**src/rtl/parking_keypad_auth.sv**
```systemverilog
// -----------------------------------------------------------------------------
// parking_keypad_auth
//
// Keypad password checker sitting directly upstream of the parking FSM.
// After an entry request it collects BCD digits, compares them against a fixed
// code when Enter is pressed and reports the verdict as a one-cycle pulse on
// result_valid, with correct_password qualifying it. Consecutive failures are
// counted, and reaching MAX_FAILS locks the keypad for LOCKOUT_CYCLES cycles.
//
// Ports
//   clk               clock, rising edge
//   rstn              reset, asynchronous, active-high (historic name)
//   start             entry request, only honoured in IDLE
//   key_valid         one-cycle strobe per keypress
//   key_code          0-9 digit, E clear, F enter, A-D ignored (timer restart)
//   busy              high in every state except IDLE
//   result_valid      one-cycle verdict pulse (PASS or FAIL)
//   correct_password  high only in PASS, coincident with result_valid
//   locked            high while the lockout is running
//   digit_count       number of digits currently held in the buffer
//   fail_count        consecutive failures since the last PASS or lockout
// -----------------------------------------------------------------------------
module parking_keypad_auth #(
    parameter int                  DIGITS         = 4,
    parameter logic [4*DIGITS-1:0] CODE           = 16'h1234,
    parameter int                  TIMEOUT_CYCLES = 1000,
    parameter int                  MAX_FAILS      = 3,
    parameter int                  LOCKOUT_CYCLES = 5000
) (
    input  logic                           clk,
    input  logic                           rstn,
    input  logic                           start,
    input  logic                           key_valid,
    input  logic [3:0]                     key_code,
    output logic                           busy,
    output logic                           result_valid,
    output logic                           correct_password,
    output logic                           locked,
    output logic [$clog2(DIGITS+1)-1:0]    digit_count,
    output logic [$clog2(MAX_FAILS+1)-1:0] fail_count
);

    localparam int DCW = $clog2(DIGITS + 1);
    localparam int FCW = $clog2(MAX_FAILS + 1);
    localparam int TW  = $clog2(TIMEOUT_CYCLES);
    localparam int LW  = (LOCKOUT_CYCLES > 1) ? $clog2(LOCKOUT_CYCLES) : 1;

    localparam logic [TW-1:0]  TIMER_LAST = TW'(TIMEOUT_CYCLES - 1);
    localparam logic [LW-1:0]  LOCK_LOAD  = LW'(LOCKOUT_CYCLES - 1);
    localparam logic [DCW-1:0] DIGITS_C   = DCW'(DIGITS);
    localparam logic [FCW-1:0] LAST_FAIL  = FCW'(MAX_FAILS - 1);

    typedef enum logic [2:0] {
        IDLE,
        COLLECT,
        CHECK,
        PASS,
        FAIL,
        LOCKED
    } state_t;

    state_t                state;
    state_t                state_next;
    logic [4*DIGITS-1:0]   buffer;
    logic                  overflow;
    logic [TW-1:0]         timer;
    logic [LW-1:0]         lock_cnt;

    logic is_digit;
    logic is_clear;
    logic is_enter;
    logic match;
    logic timed_out;

    assign is_digit  = key_valid && (key_code <= 4'd9);
    assign is_clear  = key_valid && (key_code == 4'hE);
    assign is_enter  = key_valid && (key_code == 4'hF);
    assign match     = (digit_count == DIGITS_C) && !overflow && (buffer == CODE);
    // A keypress in the final timer cycle still counts; only a silent cycle expires.
    assign timed_out = !key_valid && (timer == TIMER_LAST);

    always_ff @(posedge clk or posedge rstn) begin
        if (rstn) begin
            state <= IDLE;
        end else begin
            state <= state_next;
        end
    end

    // Outputs decode the registered state only, so nothing combinational
    // reaches them from the keypad inputs.
    always_comb begin
        state_next       = state;
        busy             = (state != IDLE);
        result_valid     = 1'b0;
        correct_password = 1'b0;
        locked           = 1'b0;
        unique case (state)
            IDLE: begin
                if (start) begin
                    state_next = COLLECT;
                end
            end
            COLLECT: begin
                if (is_enter) begin
                    state_next = CHECK;
                end else if (timed_out) begin
                    state_next = FAIL;
                end
            end
            CHECK: begin
                state_next = match ? PASS : FAIL;
            end
            PASS: begin
                result_valid     = 1'b1;
                correct_password = 1'b1;
                state_next       = IDLE;
            end
            FAIL: begin
                result_valid = 1'b1;
                state_next   = (fail_count == LAST_FAIL) ? LOCKED : IDLE;
            end
            LOCKED: begin
                locked = 1'b1;
                if (lock_cnt == '0) begin
                    state_next = IDLE;
                end
            end
            default: begin
                state_next = IDLE;
            end
        endcase
    end

    // Buffer, counters and timers. Each state touches only the registers it
    // owns; everything else simply holds its value.
    always_ff @(posedge clk or posedge rstn) begin
        if (rstn) begin
            buffer      <= '0;
            digit_count <= '0;
            overflow    <= 1'b0;
            timer       <= '0;
            lock_cnt    <= '0;
            fail_count  <= '0;
        end else begin
            unique case (state)
                IDLE: begin
                    if (start) begin
                        buffer      <= '0;
                        digit_count <= '0;
                        overflow    <= 1'b0;
                        timer       <= '0;
                    end
                end
                COLLECT: begin
                    if (key_valid) begin
                        timer <= '0;
                    end else begin
                        timer <= timer + 1'b1;
                    end
                    if (is_digit) begin
                        if (digit_count < DIGITS_C) begin
                            // The oldest digit ends up in the most significant nibble.
                            buffer      <= (4*DIGITS)'({buffer, key_code});
                            digit_count <= digit_count + 1'b1;
                        end else begin
                            overflow <= 1'b1;
                        end
                    end else if (is_clear) begin
                        buffer      <= '0;
                        digit_count <= '0;
                        overflow    <= 1'b0;
                    end
                end
                PASS: begin
                    fail_count <= '0;
                end
                FAIL: begin
                    // The failure that trips the lockout is not added to the
                    // count; the lockout expiry clears it instead.
                    if (fail_count == LAST_FAIL) begin
                        lock_cnt <= LOCK_LOAD;
                    end else begin
                        fail_count <= fail_count + 1'b1;
                    end
                end
                LOCKED: begin
                    if (lock_cnt == '0) begin
                        fail_count <= '0;
                    end else begin
                        lock_cnt <= lock_cnt - 1'b1;
                    end
                end
                default: begin
                end
            endcase
        end
    end

endmodule

```
**config.mk**
```make
export PLATFORM = sky130hd
export DESIGN_NAME = parking_keypad_auth
export DESIGN_NICKNAME = d
export VERILOG_FILES = /design/src/rtl/parking_keypad_auth.sv
export SDC_FILE = /design/constraint.sdc
export NUM_CORES = 1
export LEC_CHECK = 0
export ABC_CLOCK_PERIOD_IN_PS = 1750
export CELL_PAD_IN_SITES_DETAIL_PLACEMENT = 1
export CELL_PAD_IN_SITES_GLOBAL_PLACEMENT = 1
export CORE_MARGIN = 8
export CORE_UTILIZATION = 41
export DETAILED_ROUTE_END_ITERATION = 16
export GPL_TIMING_DRIVEN = 0
export PLACE_DENSITY = 0.82
export SYNTH_ARGS = -nofsm -noshare
export SYNTH_HDL_FRONTEND = slang
export SYNTH_SLANG_ARGS = --single-unit
```
**constraint.sdc**
```tcl
create_clock -name clk -period 1.75 [get_ports clk]
set_input_delay 0.35 -clock clk [delete_from_list [all_inputs] [get_ports clk]]
set_output_delay 0.35 -clock clk [all_outputs]
set_load 0.02 [all_outputs]
```
==> impl_metrics.json, run 1 <==
{
  "status": "finished with violations",
  "failed_checks": "setup timing",
  "slew_viol_final": 0,
  "placed_cells": 336,
  "synthTopCellsByArea": "dfrtp_1 (49%), a22o_1 (6.5%), nand2_1 (4.9%), o21ai_0 (3.7%), xor2_1 (3.6%)",
  "rsz0062_at_grt": "true",
  "die-area_um2": 8686,
  "cts.path.max_buffers": 2,
  "vias_per_cell": 5.721,
  "rr_startpoint": "state[2]$_DFFE_PP0P_",
  "holdBufCountCts": 0,
  "rows": 28,
  "critPathMaxStageDelay_ps": 400,
  "route.vias.total": 2094,
  "ant_nets": 0,
  "synth_edf_count": 0,
  "setup_ws_ps": -113.6,
  "reg2reg_to": "buffer[11]$_DFFE_PP0P_",
  "comb_power_share": 0.459,
  "drcViolationCount": 0,
  "seqPwrFrac": 0.390,
  "initialDrtViolationCount": 61,
  "crit_path_max_fanout": 8,
  "cts_sinks": 48,
  "setup_viol_count_final": 23,
  "ys_seq_elements": 48,
  "yosys-top-cells-count": "dfrtp_1 (48), nand2_1 (32), a22o_1 (18), nor2_1 (18), o21ai_0 (18)",
  "r2r_slack_ps": -110,
  "cp_slowest_cell": "dfrtp_1",
  "critical_path.top_delay_family": "simple AND/OR/NAND/NOR gates",
  "ir_worst_vdd_uv": 772.0,
  "grt_util_all_layers": 0.1587,
  "dr.pass1.iters": 4,
  "path_cells": "buf_6 -> or3b_4 -> or3_4 -> nor3_4 -> buf_6 -> a22o_1",
  "crit_arrival_ps": 2100,
  "fillCellCount": 644,
  "period_needed_ps": 1864,
  "clockPowerShare": 0.151,
  "maxSlewHeadroom": 0.6542,
  "synth.most_common_cell": "dfrtp_1",
  "syn_area_um2": 2444,
  "clk_latency_ps": 300,
  "drive_gt1_frac": 0.2715,
  "start_util": 0.4177,
  "pwr_density_cell_nw_per_um2": 1462,
  "grt_overflow": 0,
  "gp_congestion": 0.7766,
  "syn_nets": 258,
  "cts_tree": "built",
  "worstHoldPathType": "input port to async pin",
  "path_clk_slew_ps": 90,
  "wl_per_cell_um": 18.19,
  "synth-async-reset-ratio": 1.000,
  "antenna_found_initial": 0,
  "tightest_slew_ps": 518.0,
  "root_buffer": "clkbuf_8",
  "place_area_um2": 2741,
  "core_area_um2": 5851,
  "grt_start_max_net_pins": 27,
  "syn_inst": 244,
  "grt_pass1_vias": 2200,
  "nNetsFinal": 304,
  "yosysTopAreaCellShare": 0.4916,
  "worst-r2r-cell-count": 6,
  "wl_mm": 6.656,
  "synth_flop_cell": "dfrtp_1",
  "areaGrowthSynthToFinish_pct": 29.24,
  "htree_num_levels": 2,
  "crit_top_cell": "buf_6",
  "cts_inserted_buffers": 5,
  "fin_crit_sh": 1.065,
  "fmax_mhz": 536.6,
  "postSynthAreaPerCell_um2": 10.01,
  "p_sw_frac": 0.4064,
  "die_w_um": 93.20,
  "synth_seq_area_share": 0.4916,
  "antenna_cells": 0,
  "fin_skew_ps": 5.946,
  "criticalPathCategory": "flop to flop",
  "finalNonFillerCells": 366,
  "num_io_pins": 17,
  "hold_violations": 0,
  "internal_power_mw": 2.741,
  "grt_first_pass_wirelength_mm": 11.19,
  "synth_cell_types": 48,
  "start_kind": "flop",
  "p_switching_mw": 1.877,
  "fin_area_um2": 3158,
  "drv_cap": 0,
  "endpoint_kind": "flop",
  "path_buf_inv": 2,
  "p_leak_nw": 1.369,
  "yosys.area.top_type": "dfrtp_1",
  "crit_required_ps": 1990,
  "placement.io_buffers": 16,
  "die_y_um": 93.20,
  "yosysWarnings": 0,
  "dp_hpwl_mm": 4.213
}
[per-layer routing]
layer / track usage / vias up / wire length [um]
met5: 0 / - / 0
met4: 0.03893 / 0 / 72
met3: 0.02724 / 8 / 164
met2: 0.2722 / 28 / 3516
met1: 0.2019 / 1079 / 2902
li1: - / 979 / -
[sequential cells by signal, summed over array words and instances (netlist names)]
name,flops
fail_count,2
overflow,1
digit_count,3
state,3
timer,10
buffer,16
lock_cnt,13
[stage by stage]
stage | utilization | setup TNS [ps] | total power, mW | worst slack, ps | hold WS, ps
final | 0.5398 | -1733 | 4.618 | -113.6 | 401.4
after global routing | 0.5398 | -3221 | 4.918 | -184.4 | 453.9
after CTS | 0.5156 | -2420 | 4.301 | -134.5 | 422.8
after detailed placement | 0.4686 | -9359 | 3.341 | -406.4 | 499.5
after global placement | 0.4651 | -46510 | 3.255 | -791.9 | 476.4
after floorplan | - | -901.8 | 2.798 | -105.3 | 450.5
[cell usage in the layout, fill, tap and decap left out, drive strengths merged, types with 2 or more instances in the layout]
master / synthesis / routed
nor2: 20 / 20
nor3: 6 / 6
clkinv: 0 / 2
a22o: 18 / 18
nand2: 32 / 32
mux2i: 2 / 2
clkbuf: 3 / 9
o21ai: 21 / 21
xor2: 10 / 10
or3: 2 / 2
nor2b: 2 / 2
nand3: 9 / 9
nand4: 7 / 7
a21oi: 2 / 2
dfrtp: 48 / 48
nor3b: 4 / 4
nor4b: 5 / 5
nand2b: 2 / 2
buf: 5 / 32
and3: 2 / 2
or4: 2 / 2
ha: 6 / 6
nor4: 4 / 4
and2: 3 / 3
clkdlybuf4s50: 0 / 11
inv: 9 / 9
o31ai: 4 / 4
or3b: 2 / 2
[kinds of logic after synthesis]
group | Yosys count | share of synthesized area
and+or+nand+nor | 106 | 0.2417
muxes | 2 | 0.008193
xor gates and xnor gates | 11 | 0.03943
buffers and inverters | 17 | 0.03379
DFF | 48 | 0.4916
AOI/OAI and AO/OA | 54 | 0.1546
adders and majority gates | 6 | 0.03072
[how the worst max path moves through the flow]
| stage | endpoint | startpoint | slack [ps] | depth (start not counted) |
|---|---|---|---|---|
| global route | lock_cnt[9]$_DFFE_PP0P_ | lock_cnt[0]$_DFFE_PP0P_ | -180 | 6 |
| floorplan | digit_count[0]$_DFFE_PP0P_ | state[2]$_DFFE_PP0P_ | -110 | 7 |
| global placement | timer[4]$_DFFE_PP0P_ | rstn | -790 | 2 |
| CTS | buffer[13]$_DFFE_PP0P_ | state[2]$_DFFE_PP0P_ | -130 | 6 |
| finish | buffer[11]$_DFFE_PP0P_ | state[2]$_DFFE_PP0P_ | -110 | 6 |
| detailed placement | digit_count[0]$_DFFE_PP0P_ | key_valid | -410 | 7 |
[layout make-up]
class / instances / area, um^2 / share of cell area
multi-input cells: 179 / 1304 / 0.4128
clock buffers: 6 / 82.58 / 0.02615
inverters: 9 / 33.78 / 0.01070
well taps: 75 / 93.84 / 0.02971
plain buffers: 6 / 57.56 / 0.01823
clock inverters: 2 / 10.01 / 0.003170
repair buffers: 41 / 370.4 / 0.1173
flip-flops and latches: 48 / 1206 / 0.3819
[timing repair]
item / 4_1_cts / 5_1_grt
pin swaps: 25 / 16
buffers inserted: 12 / 10
setup endpoints to repair: 36 / 48
resized for setup: 41 / 26
gates cloned: 2 / 0
[power by group through the flow]
| stage | logic (mW) | registers, mW | clock network, mW |
|---|---|---|---|
| after CTS | 1.83 | 1.76 | 0.716 |
| after global placement | 1.51 | 1.74 | 0 |
| final | 2.12 | 1.80 | 0.699 |
| after floorplan | 1.07 | 1.73 | 0 |
| after detailed placement | 1.58 | 1.76 | 0 |
| after global routing | 2.31 | 1.85 | 0.755 |
No activity file was read; power rests on OpenSTA's default activity.
==> inputs of run 2 (changes only) <==
CORE_MARGIN = 4   (was 8)
==> impl_metrics.json, run 2 (synthesis results as in run 1) <==
{
  "worst-r2r-cell-count": 6,
  "ir_worst_vdd_uv": 638.1,
  "hold_violations": 0,
  "finalNonFillerCells": 361,
  "root_buffer": "clkbuf_8",
  "rr_startpoint": "state[2]$_DFFE_PP0P_",
  "p_switching_mw": 1.908,
  "ant_nets": 0,
  "crit_end": "state[2]$_DFFE_PP0P_",
  "placed_cells": 333,
  "die_w_um": 85.20,
  "critPathLaunch": "state[2]$_DFFE_PP0P_",
  "maxSlewHeadroom": 0.6656,
  "crit_required_ps": 1940,
  "wl_mm": 6.562,
  "cts_sinks": 48,
  "htree_num_levels": 2,
  "setup_viol_count_final": 23,
  "initialDrtViolationCount": 100,
  "grt_first_pass_wirelength_mm": 10.97,
  "path_clk_slew_ps": 100,
  "endpoint_kind": "flop",
  "final_common_cell": "dfrtp_1",
  "clockPowerShare": 0.174,
  "route.vias.total": 2042,
  "dp_hpwl_mm": 4.042,
  "dr.pass1.iters": 4,
  "grt_overflow": 0,
  "p_leak_nw": 1.387,
  "comb_power_share": 0.446,
  "tightest_slew_ps": 497.4,
  "crit_arrival_ps": 2050,
  "internal_power_mw": 2.821,
  "die-area_um2": 7259,
  "r2r_slack_ps": -120,
  "rows": 27,
  "top_register": "buffer",
  "cts_inserted_buffers": 5,
  "drv_cap": 0,
  "seqPwrFrac": 0.381,
  "gp_congestion": 0.7700,
  "reg2reg_to": "state[2]$_DFFE_PP0P_",
  "wl_per_cell_um": 18.18,
  "fin_util": 0.5611,
  "start_kind": "flop",
  "failed_checks": "setup timing",
  "setup_ws_ps": -117.6,
  "slew_viol_final": 0,
  "nNetsFinal": 302,
  "grt_start_max_net_pins": 40,
  "fin_crit_sh": 1.067,
  "place_area_um2": 2738,
  "worstHoldPathType": "input port to async pin",
  "drive_gt1_frac": 0.2768,
  "cts.path.max_buffers": 2,
  "clk_latency_ps": 310,
  "criticalPathCategory": "flop to flop",
  "areaGrowthSynthToFinish_pct": 29.54,
  "p_sw_frac": 0.4035,
  "core_area_um2": 5642,
  "placement.io_buffers": 16,
  "cts_tree": "built",
  "die_y_um": 85.20,
  "vias_per_cell": 5.657,
  "status": "finished with violations",
  "grt_util_all_layers": 0.1872,
  "rsz0062_at_grt": "true",
  "fillCellCount": 622,
  "final_cell_mix": "dfrtp_1 (45), nand2_1 (30), buf_4 (21)",
  "fin_skew_ps": 9.629,
  "crit_path_max_fanout": 6,
  "antenna_cells": 0,
  "drcViolationCount": 0,
  "largest_reg_flops": 16,
  "fin_area_um2": 3166,
  "num_io_pins": 17,
  "top_regs": "buffer x16, lock_cnt x13, timer x10",
  "start_util": 0.4331,
  "grt_pass1_vias": 2184,
  "pwr_density_cell_nw_per_um2": 1494,
  "period_needed_ps": 1868,
  "antenna_found_initial": 0,
  "fmax_mhz": 535.4
}
[run 2: per-layer routing]
layer | track usage | vias to the layer above | wire, um
met5 | 0 | - | 0
met4 | 0.03885 | 0 | 53
met3 | 0.03495 | 5 | 113
met2 | 0.3227 | 17 | 3411
met1 | 0.2451 | 1050 | 2982
li1 | - | 970 | -
[run 2: critical path: stages (launching register included)]
cell and delay [ps]:
dfrtp_2 460, or3b_4 400, buf_4 150, a21oi_1 270
o31ai_1 210, o311ai_1 150, nand2_1 110
[run 2: repair_timing]
item	CTS	global route
cloned	1	0
gates resized for setup	42	28
setup endpoints to repair	36	49
pin swaps	24	18
setup buffers	19	3
hold buffers	0	0
[run 2: metrics by stage]
stage	TNS [ps]	setup WS (ps)	hold WS [ps]	total power, mW
floorplan	-901.8	-105.3	450.5	2.798
global placement	-44280	-761.3	467.2	3.254
detailed placement	-9385	-404.7	485.1	3.346
CTS	-2455	-143.1	272.4	4.539
global route	-2582	-187.1	276.7	5.031
finish	-1285	-117.6	262.5	4.729
[run 2: how the worst min path moves through the flow]
| stage | startpoint | slack (ps) | to | depth (start not counted) |
|---|---|---|---|---|
| 6_report | rstn | 260 | buffer[14]$_DFFE_PP0P_ | 2 |
| 5_1_grt | rstn | 280 | buffer[14]$_DFFE_PP0P_ | 2 |
| 4_1_cts | rstn | 270 | lock_cnt[9]$_DFFE_PP0P_ | 2 |
| 3_5_place_dp | buffer[15]$_DFFE_PP0P_ | 490 | buffer[15]$_DFFE_PP0P_ | 1 |
| 3_3_place_gp | overflow$_DFFE_PP0P_ | 470 | overflow$_DFFE_PP0P_ | 2 |
| 2_1_floorplan | overflow$_DFFE_PP0P_ | 450 | overflow$_DFFE_PP0P_ | 2 |
[run 2: power by group through the flow]
stage | registers (mW) | clock network [mW] | logic, mW
detailed placement | 1.77 | 0 | 1.58
global placement | 1.74 | 0 | 1.51
floorplan | 1.73 | 0 | 1.07
finish | 1.80 | 0.821 | 2.11
global route | 1.85 | 0.893 | 2.29
CTS | 1.76 | 0.834 | 1.95
[run 2: final cells by class]
cell class                      instances  area, um^2  share of cell area
Clock buffer                            5       68.82             0.02174
Tap cell                               72       90.09             0.02846
Buffer                                  5       45.04             0.01423
Multi-Input combinational cell        179        1318              0.4162
Sequential cell                        48        1205              0.3806
Timing Repair Buffer                   40       362.8              0.1146
Clock inverter                          3       42.54             0.01344
Inverter                                9       33.78             0.01067
